**config.mk**
```make
export PLATFORM = sky130hd
export DESIGN_NAME = ct_frame_accumulator
export DESIGN_NICKNAME = d
export VERILOG_FILES = /design/src/rtl/ct_frame_accumulator.sv
export SDC_FILE = /design/constraint.sdc
export NUM_CORES = 1
export LEC_CHECK = 0
export CORE_UTILIZATION = 52
export DETAILED_ROUTE_END_ITERATION = 10
export GPL_TIMING_DRIVEN = 0
export MAX_ROUTING_LAYER = met4
export PLACE_DENSITY = 0.82
export SYNTH_ARGS = -nofsm -noshare
export SYNTH_HDL_FRONTEND = slang
export SYNTH_SLANG_ARGS = --single-unit
export TNS_END_PERCENT = 20
```
**constraint.sdc**
```tcl
create_clock -name clk -period 4.3 [get_ports clk]
set_input_delay 0.86 -clock clk [delete_from_list [all_inputs] [get_ports clk]]
set_output_delay 0.86 -clock clk [all_outputs]
set_load 0.005 [all_outputs]
```
**src/rtl/ct_frame_accumulator.sv**
```systemverilog
// Frame accumulator behind the 6-bit two-column compressor tree: it registers the
// per-beat weighted column sum and totals it over FRAME_LEN beats.
module ct_frame_accumulator #(
    parameter int unsigned FRAME_LEN = 8,
    parameter int unsigned ACC_W     = 16
) (
    input  logic             clk,
    input  logic             rst_n,
    input  logic             in_valid_i,
    output logic             in_ready_o,
    input  logic [5:0]       in_a_i,
    input  logic [5:0]       in_b_i,
    output logic             out_valid_o,
    input  logic             out_ready_i,
    output logic [ACC_W-1:0] out_sum_o,
    output logic             out_ovf_o
);

    localparam int unsigned COL_W = 6;
    localparam int unsigned S_W   = 5;
    localparam int unsigned CNT_W = 8;
    localparam int unsigned SUM_W = ACC_W + 1;

    localparam logic [1:0] ST_ACC   = 2'd0;
    localparam logic [1:0] ST_DRAIN = 2'd1;
    localparam logic [1:0] ST_HOLD  = 2'd2;

    function automatic logic [2:0] popcount6(input logic [COL_W-1:0] v);
        logic [2:0] n;
        n = '0;
        for (int unsigned i = 0; i < COL_W; i++) begin
            n = n + 3'(v[i]);
        end
        return n;
    endfunction

    logic [1:0]       state_q, state_d;
    logic [CNT_W-1:0] beat_cnt_q, beat_cnt_d;
    logic             s1_valid_q, s1_valid_d;
    logic [S_W-1:0]   s1_sum_q, s1_sum_d;
    logic [ACC_W-1:0] acc_q, acc_d;
    logic             ovf_q, ovf_d;
    logic             out_valid_q, out_valid_d;
    logic             in_ready_q, in_ready_d;

    logic             beat_fire_c;
    logic [S_W-1:0]   beat_sum_c;
    logic [SUM_W-1:0] acc_sum_c;

    // Weight-2 column contributes twice its popcount.
    assign beat_sum_c  = S_W'(popcount6(in_a_i)) + S_W'({popcount6(in_b_i), 1'b0});
    assign beat_fire_c = in_valid_i && in_ready_q;
    assign acc_sum_c   = SUM_W'(acc_q) + SUM_W'(s1_sum_q);

    always_ff @(posedge clk) begin
        if (!rst_n) begin
            state_q     <= ST_ACC;
            beat_cnt_q  <= '0;
            s1_valid_q  <= 1'b0;
            s1_sum_q    <= '0;
            acc_q       <= '0;
            ovf_q       <= 1'b0;
            out_valid_q <= 1'b0;
            in_ready_q  <= 1'b0;
        end else begin
            state_q     <= state_d;
            beat_cnt_q  <= beat_cnt_d;
            s1_valid_q  <= s1_valid_d;
            s1_sum_q    <= s1_sum_d;
            acc_q       <= acc_d;
            ovf_q       <= ovf_d;
            out_valid_q <= out_valid_d;
            in_ready_q  <= in_ready_d;
        end
    end

    always_comb begin
        state_d     = state_q;
        beat_cnt_d  = beat_cnt_q;
        s1_valid_d  = beat_fire_c;
        s1_sum_d    = beat_fire_c ? beat_sum_c : s1_sum_q;
        acc_d       = acc_q;
        ovf_d       = ovf_q;
        out_valid_d = out_valid_q;

        // Stage 2: fold the registered beat sum in; the carry out is sticky per frame.
        if (s1_valid_q) begin
            acc_d = acc_sum_c[ACC_W-1:0];
            ovf_d = ovf_q | acc_sum_c[ACC_W];
        end

        case (state_q)
            ST_ACC: begin
                if (beat_fire_c) begin
                    if (beat_cnt_q == CNT_W'(FRAME_LEN - 1)) begin
                        state_d    = ST_DRAIN;
                        beat_cnt_d = '0;
                    end else begin
                        beat_cnt_d = beat_cnt_q + CNT_W'(1);
                    end
                end
            end
            ST_DRAIN: begin
                state_d     = ST_HOLD;
                out_valid_d = 1'b1;
            end
            ST_HOLD: begin
                if (out_ready_i) begin
                    state_d     = ST_ACC;
                    out_valid_d = 1'b0;
                    acc_d       = '0;
                    ovf_d       = 1'b0;
                end
            end
            default: begin
                state_d     = ST_ACC;
                out_valid_d = 1'b0;
            end
        endcase

        // Registered ready: follows the state being entered, never in_valid.
        in_ready_d = (state_d == ST_ACC);
    end

    assign in_ready_o  = in_ready_q;
    assign out_valid_o = out_valid_q;
    assign out_sum_o   = acc_q;
    assign out_ovf_o   = ovf_q;

endmodule

```
# Word level (Yosys, flattened, before mapping)
# Cells that the tools add are included.
totals:
  regBits: 35
  latchBits: 0
  mem_bits_rw: 0
  mem_bits_ro: 0
  out_inout_bits: 19
  elab_cells: 45
  mem_count: 0
classes:
  add_sub_neg: 13
  mul: 0
  n_div: 0
  magnitude_cmp: 0
  eq_ne: 4
  shifts: 0
  muxes: 13
  bitwise: 2
  reduce_logical: 5
ops:
  columns: ["operator", "n"]
  rows:
  - ["two-way mux 16 bit", 3]
  - ["adder 3 x 1 -> 3 bit", 6]
  - ["adder 16 x 5 -> 17 bit", 1]
  - ["adder 8 x 1 -> 8 bit (second input constant)", 1]
  - ["== test 8 x 3 -> 1 bit (second input constant)", 1]
  - ["two-way mux 8 bit", 1]
  - ["adder 2 x 1 -> 3 bit", 2]
  - ["two-way mux 2 bit", 3]
  - ["one-hot mux 2 bit (3 select lines)", 1]
  - ["adder 3 x 4 -> 5 bit", 1]
  - ["adder 1 x 1 -> 2 bit", 2]
  - ["zero test 2 bit", 2]
  - ["two-way mux 1 bit", 4]
  - ["AND reduction 2 bit", 2]
  - ["one-hot mux 1 bit (3 select lines)", 1]
  - ["== test 2 x 1 -> 1 bit (second input constant)", 1]
  - ["== test 2 bit (second input constant)", 1]
  - ["!= test 2 bit (second input constant)", 1]
  - ["logical AND 1 bit", 1]
  - ["NOT 1 bit", 1]
  - ["bitwise OR 1 bit", 1]

# Longest topological paths before layout
# Gate-level depths: netlist of run 1.
logic_depth:
  depth_word: 6
  ltp_mapped: 12
  ltp_nobuf: 12

# Worst setup path after synthesis of run 1
# OpenSTA, ideal clock, no wires.
synth_path:
  path_type: "in2reg"
  from: "input in_b_i[0]"
  to: "register s1_sum_q[3]"
  setup_time_ns: 0.070
  t_arrival_ns: 3.333
  slack_ns: 0.897
  cell_stages: 11
  path_cell_list: "fa_1 -> inv_1 -> fa_1 -> inv_1 -> ha_1 -> ha_1 -> ha_1 -> a21o_1 -> a21oi_1 -> xnor2_1 -> o2bb2ai_1"
synth_between:
  elab_chain_len: 6
synth_lines:
  columns: ["element", "line", "source"]
  rows:
  - ["from (decl)", "12", "input logic [5:0] in_b_i,"]
  - ["adder 1 x 1 -> 2 bit", "32", "n = n + 3'(v[i]);"]
  - ["adder 2 x 1 -> 3 bit", "32", null]
  - ["adder 3 x 1 -> 3 bit (3 in series)", "32", null]
  - ["adder 3 x 4 -> 5 bit", "51", "assign beat_sum_c = S_W'(popcount6(in_a_i)) + S_W'({popcount6(in_b_i), 1'b0});"]
  - ["to (signal assigned)", "69", "s1_sum_q <= s1_sum_d;"]
  - ["to (decl)", "40", "logic [S_W-1:0] s1_sum_q, s1_sum_d;"]
# Every way passes these cells.
# A chain may end at the register's enable or synchronous reset.

# Final worst setup path of run 1
layout_path:
  from: "input in_b_i[0]"
  to: "register s1_sum_q[2]"
# The elaborated chain is that of the path after synthesis.

==> results.sh, run 1 <==
export IMPL_start_util_pct=56.4
export IMPL_synthArstFlopShare_pct=0
export IMPL_synth_largest_area_cell="dfxtp_1"
export IMPL_p_int_w=0.000573
export IMPL_power_leakage_nw=0.952
export IMPL_min_period_ps=3740
export IMPL_required_ps=4470
export IMPL_yosysSeqAreaShare_pct=36.1
export IMPL_portBuffers=34
export IMPL_first_global_vias=1544
export IMPL_p_clk_share_pct=39.1
export IMPL_hold_slack_ps=475
export IMPL_synth_nets=239
export IMPL_clockBufferDepth=2
export IMPL_p_seq_share_pct=43.9
export IMPL_max_slew_margin_pct=65.6
export IMPL_cpPeakStageDelay_ps=570
export IMPL_avgViaCountPerCell=5.47
export IMPL_cts_sinks=35
export IMPL_grt_usage_pct=22.1
export IMPL_ys_ff_latch=35
export IMPL_fmax_ghz=0.267
export IMPL_insertion_delay_ps=300
export IMPL_diodes=0
export IMPL_critical_path_class="input port to flip-flop"
export IMPL_rsz0062_at_grt="false"
export IMPL_synthFlopType="dfxtp_1"
export IMPL_die_w_um=63.1
export IMPL_yosysTopAreaCellShare_pct=36.1
export IMPL_grt_remaining_overflow=0
export IMPL_critPathSlowestCell="fa_1"
export IMPL_antenna_found_initial=0
export IMPL_max_vdd_ir_drop_v=0.000269
export IMPL_combPwrFrac_pct=17.0
export IMPL_worst_setup_path_start_kind="input port"
export IMPL_cts_resized=0
export IMPL_cp_top_family="adder cells"
export IMPL_fin_setup_tns_ps=0
export IMPL_cts_htree_levels=2
export IMPL_clock_skew_ps=9.87
export IMPL_grt_pass1_wl_um=6670
export IMPL_synth_edff_count=0
export IMPL_synthTopCellsByArea="dfxtp_1 36%, fa_1 7.2%, ha_1 7.1%"
export IMPL_drive_gt1_share_pct=10.1
export IMPL_worst_path_buf_inv=4
export IMPL_core_area_um2=3440
export IMPL_syn_inst=205
export IMPL_nFillCells=282
export IMPL_die_area_um2=3980
export IMPL_final_setup_worst_slack_ps=558
export IMPL_syn_area_per_cell_um2=9.47
export IMPL_area_growth_pct=26.4
export IMPL_hold_class="flip-flop to flip-flop"
export IMPL_hold_viol_final=0
export IMPL_die_y_um=63.1
export IMPL_p_sw_share_pct=25.8
export IMPL_drc=0
export IMPL_cp_arrival_ps=3910
export IMPL_num_vias=1602
export IMPL_grt_max_degree=14
export IMPL_synth_distinct_cells=45
export IMPL_synth_area_um2=1940
export IMPL_cp_max_fo=2
export IMPL_crit_chain="clkdlybuf4s50_1 > fa_1 > inv_1 > fa_1 > inv_1 > ha_1 > ha_1 > inv_1 > fa_1 > nor2b_1 > nor2_1 > o21ai_0 > a21oi_1"
export IMPL_post_place_ws_ps=273
export IMPL_finalSetupViolations=0
export IMPL_post_route_period_util_pct=87.0
export IMPL_synth_warnings=0
export IMPL_synth_most_common_cell="dfxtp_1"
export IMPL_final_nets=280
export IMPL_wl_per_cell_um=12.8
export IMPL_cts_root_buf="clkbuf_8"
export IMPL_power_density_nw_per_um2=315
export IMPL_post_dp_hpwl_um=2870
export IMPL_synthTopCellsByCount="35 x dfxtp_1, 18 x a21oi_1, 18 x inv_1"
export IMPL_drv_slew=0
export IMPL_utilization_pct=71.3
export IMPL_cts_hold_buf=0
export IMPL_drtAntennaViolNets=0
export IMPL_cts_clk_slew_worst_paths_ps=70
export IMPL_drt_pass1_iter_count=4
export IMPL_status="completed"
export IMPL_dr_first_iter_drc_count=56
export IMPL_cts_setup_buffers=0
export IMPL_drv_cap=0
export IMPL_rows=21
export IMPL_gp_congestion=0.752
export IMPL_cts_buffers=5
export IMPL_p_sw_w=0.000199
export IMPL_cts_tree="yes"
export IMPL_ios=35
export IMPL_tightest_slew_ps=516
export IMPL_wl_um=3760
export IMPL_critPathCaptureType="flip-flop"
[logic make-up (layout without fill, tap and decap cells)]
group,after synthesis,in the layout,share of synthesized area [%]
AND/OR/NAND/NOR,63,63,18.1
AO/OA/AOI/OAI,53,53,19.9
flip-flops,35,35,36.1
buffers and inverters,23,65,5.48
adder cells (fa/ha/maj),18,18,14.3
XOR/XNOR,9,9,4.06
multiplexers,4,4,2.06
[power by group through the flow]
stage | Clock, W | Sequential, W | Combinational [W]
global route | 0.000322 | 0.000341 | 0.000151
global placement | 0 | 0.000347 | 0.000126
finish | 0.000302 | 0.000339 | 0.000131
detailed placement | 0 | 0.000347 | 0.000131
CTS | 0.000307 | 0.000339 | 0.000132
floorplan | 0 | 0.000345 | 0.0000912
[registers in the layout, indices dropped and copies added, names as in the netlist]
name	flops
out_valid_o	1
s1_sum_q	5
out_ovf_o	1
s1_valid_q	1
state_q	2
beat_cnt_q	8
out_sum_o	16
in_ready_o	1
[worst register-to-register path: cells and delay by family, from the launching register on]
kind | cells | cell delay, ps
AOI/OAI and AO/OA | 3 | 670
adders and majority gates | 2 | 670
DFF | 1 | 320
buffers and inverters | 1 | 170
and+or+nand+nor | 1 | 40
[placed cells by master (no fill, tap or decap), types with 2 or more instances in the layout]
cell type and instances:
a211o_1 2, a211o_2 2, a211oi_1 4, a21o_1 2, a21oi_1 18, and2_1 2
and3_1 2, buf_6 2, clkbuf_8 5, clkdlybuf4s50_1 34, dfxtp_1 35, fa_1 7
ha_1 11, inv_1 18, mux2i_1 4, nand2_1 15, nand3_1 3, nand4_1 6
nor2_1 16, o21ai_0 6, o31ai_1 8, or3_2 2, or4_1 9, xnor2_1 3
xor2_1 6
[routing by layer]
layer  global-route usage (%)  up-vias  share of wire (%)  routed length, um
met5                        -        -                  0                  0
met4                     13.1        0                2.7                101
met3                     5.80       11                3.9                145
met2                     34.1       26                 47               1760
met1                     25.7      745                 47               1760
li1                         -      820                  -                  -
[cell type report]
class | count | area, um2 | share of cell area [%]
Multi-Input combinational cell | 147 | 1130 | 46.2
Buffer | 5 | 38.8 | 1.58
Clock inverter | 3 | 46.3 | 1.89
Clock buffer | 5 | 68.8 | 2.80
Timing Repair Buffer | 34 | 340 | 13.9
Sequential cell | 35 | 701 | 28.6
Inverter | 18 | 67.6 | 2.75
Tap cell | 46 | 57.6 | 2.35
[path summary, 6_finish.rpt]
check	startpoint	endpoint	slack (ps)	cells past startpoint
setup / recovery	in_b_i[0]	s1_sum_q[2]	560	13
hold / removal	s1_sum_q[2]	s1_sum_q[2]	470	2
setup reg to reg	out_sum_o[0]	out_ovf_o	2320	7
hold reg to reg	s1_sum_q[2]	s1_sum_q[2]	470	2
[per-stage QoR]
| stage | total power [W] | std cells | instance area, um2 |
|---|---|---|---|
| 6_report | 0.000772 | 293 | 2450 |
| 4_1_cts | 0.000778 | 293 | 2450 |
| 3_3_place_gp | 0.000472 | 285 | 2340 |
| 2_1_floorplan | 0.000437 | 205 | 1940 |
| 3_5_place_dp | 0.000478 | 285 | 2340 |
| 5_1_grt | 0.000814 | 293 | 2450 |
No activity file was read; power rests on OpenSTA's default activity.
==> run 2, diff against run 1 <==
--- a/config.mk
+++ b/config.mk
@@ -5,6 +5,7 @@
 export SDC_FILE = /design/constraint.sdc
 export NUM_CORES = 1
 export LEC_CHECK = 0
+export CORE_MARGIN = 5
 export CORE_UTILIZATION = 52
 export DETAILED_ROUTE_END_ITERATION = 10
 export GPL_TIMING_DRIVEN = 0
==> constraint.sdc (replaced) <==
create_clock -name clk -period 3.75 [get_ports clk]
set_input_delay 0.75 -clock clk [delete_from_list [all_inputs] [get_ports clk]]
set_output_delay 0.75 -clock clk [all_outputs]
set_load 0.005 [all_outputs]
==> run 2 against run 1 <==
- cell count stayed put
- routed wire length is 0.35% higher
- sequential cell count is the same
- combinational power is 13% higher
- global-route usage decreased by 6.0 points
- register-to-register slack worse by 570 ps
- critical path depth stayed put
- power up 1.3%
- die area up 27%
- critical path type unchanged
==> results.sh, run 2 (synthesis results as in run 1) <==
export IMPL_status="completed"
export IMPL_grt_usage_pct=16.1
export IMPL_max_vdd_ir_drop_v=0.000271
export IMPL_reg2reg_to="out_ovf_o"
export IMPL_grt_remaining_overflow=0
export IMPL_combPwrFrac_pct=19.0
export IMPL_multiInputGateArea_um2=1130
export IMPL_required_ps=3920
export IMPL_drc=0
export IMPL_cts_tree="yes"
export IMPL_clockBufferDepth=2
export IMPL_cts_buffers=5
export IMPL_cts_clk_slew_worst_paths_ps=60
export IMPL_start_util_pct=53.4
export IMPL_drive_gt1_share_pct=8.98
export IMPL_p_clk_share_pct=31.2
export IMPL_power_leakage_nw=0.934
export IMPL_p_seq_share_pct=49.8
export IMPL_critPathCaptureType="flip-flop"
export IMPL_grt_max_degree=11
export IMPL_crit_chain="clkdlybuf4s50_1 > fa_1 > inv_1 > fa_1 > inv_1 > ha_1 > ha_1 > inv_1 > fa_1 > nor2b_1 > nor2_1 > o21ai_0 > a21oi_1"
export IMPL_cts_root_buf="clkbuf_8"
export IMPL_p_sw_w=0.000202
export IMPL_diodes=0
export IMPL_tightest_slew_ps=480
export IMPL_finalSetupViolations=0
export IMPL_min_from="s1_sum_q[4]"
export IMPL_clock_skew_ps=4.27
export IMPL_cts_sinks=35
export IMPL_drv_cap=0
export IMPL_dp_cells=287
export IMPL_cp_max_fo=2
export IMPL_insertion_delay_ps=290
export IMPL_area_growth_pct=24.4
export IMPL_highest_layer="met4"
export IMPL_hold_viol_final=0
export IMPL_cts_htree_levels=2
export IMPL_rows=22
export IMPL_drt_pass1_iter_count=4
export IMPL_core_area_um2=3630
export IMPL_p_sw_share_pct=25.8
export IMPL_reg2reg_depth=7
export IMPL_wl_um=3780
export IMPL_r2r_start="out_sum_o[0]"
export IMPL_min_to="s1_sum_q[4]"
export IMPL_portBuffers=34
export IMPL_min_period_ps=3550
export IMPL_max_slew_margin_pct=68.0
export IMPL_cp_top_family="adder cells"
export IMPL_route_met3_wl_um=162
export IMPL_fin_setup_tns_ps=0
export IMPL_cts_setup_buffers=0
export IMPL_critical_path_class="input port to flip-flop"
export IMPL_post_dp_hpwl_um=2870
export IMPL_power_density_nw_per_um2=324
export IMPL_met2_wirelength_um=1780
export IMPL_nFillCells=326
export IMPL_die_w_um=71.1
export IMPL_cpPeakStageDelay_ps=540
export IMPL_wl_per_cell_um=12.9
export IMPL_post_route_period_util_pct=94.8
export IMPL_seq_area_um2=701
export IMPL_first_global_vias=1487
export IMPL_r2r_slack_ps=1750
export IMPL_layout_commonest_cell="dfxtp_1"
export IMPL_drv_slew=0
export IMPL_fmax_ghz=0.281
export IMPL_die_area_um2=5050
export IMPL_hold_slack_ps=466
export IMPL_rsz0062_at_grt="false"
export IMPL_critPathSlowestCell="fa_1"
export IMPL_cp_arrival_ps=3720
export IMPL_worst_setup_path_start_kind="input port"
export IMPL_num_vias=1604
export IMPL_gp_congestion=0.834
export IMPL_grt_pass1_wl_um=6470
export IMPL_hold_class="flip-flop to flip-flop"
export IMPL_fin_cells=293
export IMPL_largest_reg_flops=16
export IMPL_ios=35
export IMPL_dr_first_iter_drc_count=85
export IMPL_antenna_found_initial=0
export IMPL_worst_path_buf_inv=4
export IMPL_wl_met1_um=1780
export IMPL_final_nets=280
export IMPL_p_int_w=0.000580
export IMPL_die_y_um=71.1
export IMPL_hold_depth=2
export IMPL_cts_resized=0
export IMPL_cts_hold_buf=0
export IMPL_drtAntennaViolNets=0
export IMPL_layout_common_cells="35 x dfxtp_1, 34 x clkdlybuf4s50_1, 18 x inv_1, 18 x a21oi_1, 16 x nor2_1"
export IMPL_avgViaCountPerCell=5.47
[run 2: cell types whose count changed in the layout (fill, tap and decap cells not counted)]
cell        delta
clkbuf_1       +1
clkinvlp_4     -1
bufinv_16      -1
inv_6          -1
[run 2: routing by layer]
metal	track usage [%]	vias up
li1	-	819
met1	20.5	747
met2	24.8	33
met3	4.55	5
met4	5.22	0
met5	-	-
[run 2: metrics by stage]
| step | util (%) | total power [W] | area, um2 | setup WS, ps |
|---|---|---|---|---|
| 3_5_place_dp | 64.4 | 0.000547 | 2340 | -101 |
| 3_3_place_gp | 64.4 | 0.000541 | 2340 | -66.9 |
| 5_1_grt | 66.4 | 0.000828 | 2410 | 25.6 |
| 4_1_cts | 66.4 | 0.000789 | 2410 | 188 |
| 6_report | 66.4 | 0.000782 | 2410 | 196 |
| 2_1_floorplan | - | 0.000501 | 1940 | 457 |
[run 2: power by group through the flow]
stage | clock (W) | combinational (W) | sequential (W)
3_3_place_gp | 0 | 0.000144 | 0.000397
3_5_place_dp | 0 | 0.000149 | 0.000398
5_1_grt | 0.000264 | 0.000174 | 0.000391
4_1_cts | 0.000249 | 0.000150 | 0.000390
6_report | 0.000244 | 0.000148 | 0.000390
2_1_floorplan | 0 | 0.000105 | 0.000396
[run 2: worst register-to-register path, cell delays in order (launching register included)]
cell     delay, ps
dfxtp_1        320
ha_1           240
fa_1           430
a211o_2        330
a21oi_1        210
buf_6          170
o41a_1         140
nor2_1          40
[run 2: area by class of cell]
| type | count | share of cell area, % |
|---|---|---|
| tap | 48 | 2.49 |
| multi-input combinational | 147 | 47.0 |
| buffer | 5 | 1.61 |
| clock buffer | 6 | 3.01 |
| timing repair buffer | 34 | 14.1 |
| inverter | 18 | 2.80 |
| sequential | 35 | 29.0 |
[run 2: how the worst max path moves through the flow]
stage               startpoint     endpoint  slack, ps  cells past startpoint
floorplan            in_b_i[0]  s1_sum_q[3]        460                     11
global placement     in_b_i[0]  s1_sum_q[2]        -70                     13
detailed placement   in_b_i[0]  s1_sum_q[3]       -100                     12
CTS                  in_b_i[0]  s1_sum_q[2]        190                     13
global route         in_b_i[0]  s1_sum_q[3]         30                     12
finish               in_b_i[0]  s1_sum_q[2]        200                     13
